==> src/rtl/uart_tx_block.sv <==
// UART transmitter: start bit, DATA_BITS data bits LSB first, stop bit,
// each held BIT_PERIOD clocks. All outputs are driven straight from flops.
module uart_tx_block #(
    parameter int BIT_PERIOD = 10,
    parameter int DATA_BITS  = 8
) (
    input  logic                 clk,
    input  logic                 rst,
    input  logic                 tx_start,
    input  logic [DATA_BITS-1:0] tx_data,
    output logic                 serial_out,
    output logic                 tx_busy,
    output logic                 tx_done
);
    localparam int CNT_W = $clog2(BIT_PERIOD);
    localparam int IDX_W = $clog2(DATA_BITS);
    localparam logic [CNT_W-1:0] CNT_LAST = CNT_W'(BIT_PERIOD - 1);
    localparam logic [IDX_W-1:0] IDX_LAST = IDX_W'(DATA_BITS - 1);

    localparam logic [1:0] S_IDLE  = 2'd0;
    localparam logic [1:0] S_START = 2'd1;
    localparam logic [1:0] S_DATA  = 2'd2;
    localparam logic [1:0] S_STOP  = 2'd3;

    logic [1:0]           state;
    logic [CNT_W-1:0]     period_cnt;
    logic [IDX_W-1:0]     bit_idx;
    logic [DATA_BITS-1:0] shift_reg;
    logic                 period_roll;

    assign period_roll = (period_cnt == CNT_LAST);

    always_ff @(posedge clk) begin
        if (rst) begin
            state      <= S_IDLE;
            period_cnt <= '0;
            bit_idx    <= '0;
            shift_reg  <= '0;
            serial_out <= 1'b1;
            tx_busy    <= 1'b0;
            tx_done    <= 1'b0;
        end else begin
            tx_done <= 1'b0;
            case (state)
                S_IDLE: begin
                    serial_out <= 1'b1;
                    if (tx_start && !tx_busy) begin
                        shift_reg  <= tx_data;
                        period_cnt <= '0;
                        bit_idx    <= '0;
                        state      <= S_START;
                        serial_out <= 1'b0;
                        tx_busy    <= 1'b1;
                    end
                end
                S_START: begin
                    if (period_roll) begin
                        period_cnt <= '0;
                        state      <= S_DATA;
                        serial_out <= shift_reg[0];
                    end else begin
                        period_cnt <= period_cnt + 1'b1;
                    end
                end
                S_DATA: begin
                    if (period_roll) begin
                        period_cnt <= '0;
                        shift_reg  <= shift_reg >> 1;
                        // Output register is loaded one bit ahead of the shift.
                        if (bit_idx == IDX_LAST) begin
                            bit_idx    <= '0;
                            state      <= S_STOP;
                            serial_out <= 1'b1;
                        end else begin
                            bit_idx    <= bit_idx + 1'b1;
                            serial_out <= shift_reg[1];
                        end
                    end else begin
                        period_cnt <= period_cnt + 1'b1;
                    end
                end
                S_STOP: begin
                    if (period_roll) begin
                        period_cnt <= '0;
                        state      <= S_IDLE;
                        serial_out <= 1'b1;
                        tx_busy    <= 1'b0;
                        tx_done    <= 1'b1;
                    end else begin
                        period_cnt <= period_cnt + 1'b1;
                    end
                end
                default: begin
                    state      <= S_IDLE;
                    serial_out <= 1'b1;
                    tx_busy    <= 1'b0;
                end
            endcase
        end
    end
endmodule
==> config.mk <==
export PLATFORM = sky130hd
export DESIGN_NAME = uart_tx_block
export DESIGN_NICKNAME = d
export VERILOG_FILES = /design/src/rtl/uart_tx_block.sv
export SDC_FILE = /design/constraint.sdc
export NUM_CORES = 1
export LEC_CHECK = 0
export CELL_PAD_IN_SITES_DETAIL_PLACEMENT = 0
export CELL_PAD_IN_SITES_GLOBAL_PLACEMENT = 1
export CORE_MARGIN = 3
export CORE_UTILIZATION = 41
export DETAILED_ROUTE_END_ITERATION = 10
export GPL_TIMING_DRIVEN = 0
export PLACE_DENSITY_LB_ADDON = 0.08
export SKIP_LAST_GASP = 1
export SYNTH_ARGS = -nofsm -noshare
export SYNTH_HDL_FRONTEND = slang
export SYNTH_SLANG_ARGS = --single-unit
==> constraint.sdc <==
create_clock -name clk -period 2.1 [get_ports clk]
set_clock_uncertainty 0.05 [all_clocks]
set_input_delay 0.21 -clock clk [delete_from_list [all_inputs] [get_ports clk]]
set_output_delay 0.21 -clock clk [all_outputs]
set_load 0.01 [all_outputs]
==> flow_summary.json <==
{
  "ff_latch_area_um2": 400,
  "drt_first_pass_iters": 6,
  "layout.filler_cells": 249,
  "data_arrival_time_of_the_worst_path_ns": 2.06,
  "post-route-util_pct": 51.8,
  "dr.first_iter.drc_count": 24,
  "timing.critical_path.required_ns": 2.23,
  "synthXorXnorAreaFrac_pct": 0,
  "grt_antenna_before_repair": 0,
  "routedWlPerCell_um": 13.1,
  "ys_seq_area_share_pct": 36.3,
  "rows": 18,
  "synth.area.mux_share_pct": 7.26,
  "routed-via-count": 871,
  "detailed_place.area_um2": 1270,
  "worstPathCellList": "inv_1, ha_1, or3_4, a221oi_4, mux2i_1, nor2_1",
  "die_y_um": 57.9,
  "crit_path_max_fanout": 6,
  "clk-insertion-delay-late_ns": 0.30,
  "multi_input_area_um2": 661,
  "synth_simple_gate_area_share_pct": 21.7,
  "cts-hold-fix-buffers": 0,
  "kind_of_cell_adding_the_most_delay_to_the_critical_path": "simple AND/OR/NAND/NOR gates",
  "io_pins": 14,
  "largest_net_degree_at_the_start_of_global_routing": 12,
  "syn2layout_area_growth_pct": 18.5,
  "drt.antenna.violating_nets": 0,
  "die_x_um": 57.9,
  "first_pass_grt_wire_length_um": 3680,
  "design.final.nets": 152,
  "placeable_core_region_um2": 2520,
  "drc": 0,
  "slowest_delay_ns": 0.42,
  "dominant_combinational_cell_family_by_area_after_synthesis": "simple AND/OR/NAND/NOR gates",
  "layout_common_cells": "20 x sky130_fd_sc_hd__dfxtp_1, 16 x sky130_fd_sc_hd__nor2_1, 13 x sky130_fd_sc_hd__clkdlybuf4s50_1",
  "clk_path_buf_depth": 2,
  "critical_path.slowest_cell": "sky130_fd_sc_hd__or3_4",
  "rsz_0062_raised_after_global_routing": "false",
  "min-delay-path-class": "register to register",
  "cts.reportedPaths.clkPinSlew_ns": 0.12,
  "setup_viol": 0,
  "synth_area_leader_cell": "sky130_fd_sc_hd__dfxtp_1",
  "synth_fa_ha_area_share_pct": 10.2,
  "dieArea_um2": 3350,
  "timing_worst_slew_pin_value_ns": 0.493,
  "postSynthAreaPerCell_um2": 9.68,
  "start_util_pct": 43.7,
  "max_freq_ghz": 0.519,
  "path_class": "register to register",
  "crit_buf_inv": 1,
  "grt_overflow_total": 0,
  "dpl.hpwl_um": 1570,
  "synth_largest_type_area_fraction_pct": 36.3,
  "post-cts-setup-buffers": 0,
  "synth.area.top_cells": "sky130_fd_sc_hd__dfxtp_1 36%, sky130_fd_sc_hd__ha_1 10%, sky130_fd_sc_hd__mux2i_1 7.3%",
  "cts_inserted_buffers": 3,
  "synth.net_count": 134,
  "synthDistinctLibCells": 35,
  "largest_register_ffs": 8,
  "status": "finished clean",
  "setup_tns_ns": 0,
  "first_global_vias": 809,
  "clock_tree.htree_level_count": 1,
  "cts-resized-gates": 0,
  "cellLeakagePower_nw": 0.522,
  "finalWeightedCongestion": 0.695,
  "drive_gt1_share_pct": 11.5,
  "final-max-slew-violation-count": 0,
  "layout.cells.most_common": "sky130_fd_sc_hd__dfxtp_1",
  "mean_number_of_vias_per_cell": 5.41,
  "fraction_of_the_mapped_netlist_area_in_compound_gates_pct": 20.7,
  "finalInstanceArea_um2": 1310,
  "synth-warning-count": 0,
  "final_period_minus_worst_setup_slack_ns": 1.93,
  "synth_seq_cells": 20,
  "period_share_pct": 91.8,
  "cp-end-kind": "register",
  "buffer_ports.inserted": 13,
  "drv_cap": 0,
  "power.ir.vdd_worst_uv": 781,
  "cts-root-buf": "sky130_fd_sc_hd__clkbuf_4",
  "cts_sinks": 20,
  "cts_tree": "yes",
  "syn_area_um2": 1100,
  "totalWireLength_um": 2110,
  "pwr_density_cell_nw_per_um2": 1150,
  "post_synth_inst_count": 114,
  "timing.critical_path.from_type": "register",
  "worst_slew_margin_rel_pct": 67.1,
  "total_global_routing_track_utilization_pct": 14.1,
  "timing_hold_violations_final": 0,
  "insertedDiodeCount": 0
}
[cells by family (layout without fill, tap and decap cells)]
family | Yosys count | after routing
AOI/OAI and AO/OA | 28 | 28
adders and majority gates | 9 | 9
buffers and inverters | 9 | 26
DFF | 20 | 20
muxes | 8 | 8
and+or+nand+nor | 40 | 40
[synth_stat cells]
library cell,count
sky130_fd_sc_hd__dfxtp_1,20
sky130_fd_sc_hd__nor2_1,16
sky130_fd_sc_hd__ha_1,9
sky130_fd_sc_hd__a211oi_1,8
sky130_fd_sc_hd__mux2i_1,8
sky130_fd_sc_hd__a21oi_1,7
sky130_fd_sc_hd__inv_1,5
sky130_fd_sc_hd__nand2_1,5
sky130_fd_sc_hd__nand2b_1,4
sky130_fd_sc_hd__nand3_1,3
sky130_fd_sc_hd__o21ai_0,3
sky130_fd_sc_hd__clkbuf_1,2
sky130_fd_sc_hd__o32ai_1,2
sky130_fd_sc_hd__a2111oi_0,1
sky130_fd_sc_hd__a211oi_2,1
sky130_fd_sc_hd__a221oi_1,1
sky130_fd_sc_hd__a221oi_4,1
sky130_fd_sc_hd__a22oi_1,1
sky130_fd_sc_hd__a22oi_4,1
sky130_fd_sc_hd__a311o_1,1
sky130_fd_sc_hd__a31oi_1,1
sky130_fd_sc_hd__and2_4,1
sky130_fd_sc_hd__and3b_1,1
sky130_fd_sc_hd__buf_2,1
sky130_fd_sc_hd__buf_6,1
sky130_fd_sc_hd__nand2b_4,1
sky130_fd_sc_hd__nand3b_1,1
sky130_fd_sc_hd__nand3b_2,1
sky130_fd_sc_hd__nand3b_4,1
sky130_fd_sc_hd__nand4bb_1,1
sky130_fd_sc_hd__nor2b_1,1
sky130_fd_sc_hd__nor3b_1,1
sky130_fd_sc_hd__or2_2,1
sky130_fd_sc_hd__or3_4,1
sky130_fd_sc_hd__or4_1,1
[power breakdown]
| part | switching, W | internal, W | total [W] |
|---|---|---|---|
| registers | 0.0000629 | 0.000472 | 0.000535 |
| logic | 0.000392 | 0.000354 | 0.000745 |
| clock network | 0.000116 | 0.000106 | 0.000222 |
| total | 0.000571 | 0.000931 | 0.00150 |
[path summary, 6_finish.rpt]
| kind | start | to | slack (ns) | cells past startpoint |
|---|---|---|---|---|
| worst max-delay path | state[0] | state[1] | 0.17 | 6 |
| worst min-delay path | shift_reg[7] | shift_reg[7] | 0.43 | 2 |
| worst max register to register | state[0] | state[1] | 0.17 | 6 |
| worst min register to register | shift_reg[7] | shift_reg[7] | 0.43 | 2 |
[tightest hold or removal path, delay by kind of cell (launching register included)]
kind	cells	cell delay, ns
compound gates	1	0.06
simple gates	1	0.06
flops	1	0.33
[metal layers]
| metal | track usage [%] | part of all wire [%] | up-vias | routed length [um] |
|---|---|---|---|---|
| li1 | - | - | 452 | - |
| met1 | 17.8 | 46 | 407 | 978 |
| met2 | 23.5 | 50 | 10 | 1060 |
| met3 | 2.00 | 2.7 | 2 | 57 |
| met4 | 6.95 | 0.66 | 0 | 14 |
| met5 | 0 | 0 | - | 0 |
[layout make-up]
type | instances | share of cell area [%]
Buffer | 4 | 1.82
Clock buffer | 4 | 2.78
Inverter | 5 | 1.44
Multi-Input combinational cell | 85 | 50.5
Sequential cell | 20 | 30.6
Tap cell | 30 | 2.87
Timing Repair Buffer | 13 | 9.95
[through the flow]
stage / setup slack [ns] / cells / hold WS, ns / total power, W
after floorplan: 0.304 / 114 / 0.324 / 0.00113
after global placement: 0.181 / 157 / 0.407 / 0.00128
after detailed placement: 0.171 / 157 / 0.413 / 0.00130
after CTS: 0.150 / 161 / 0.424 / 0.00153
after global routing: 0.0288 / 161 / 0.432 / 0.00163
final: 0.172 / 161 / 0.434 / 0.00150
(Power assumes the default switching activity.)
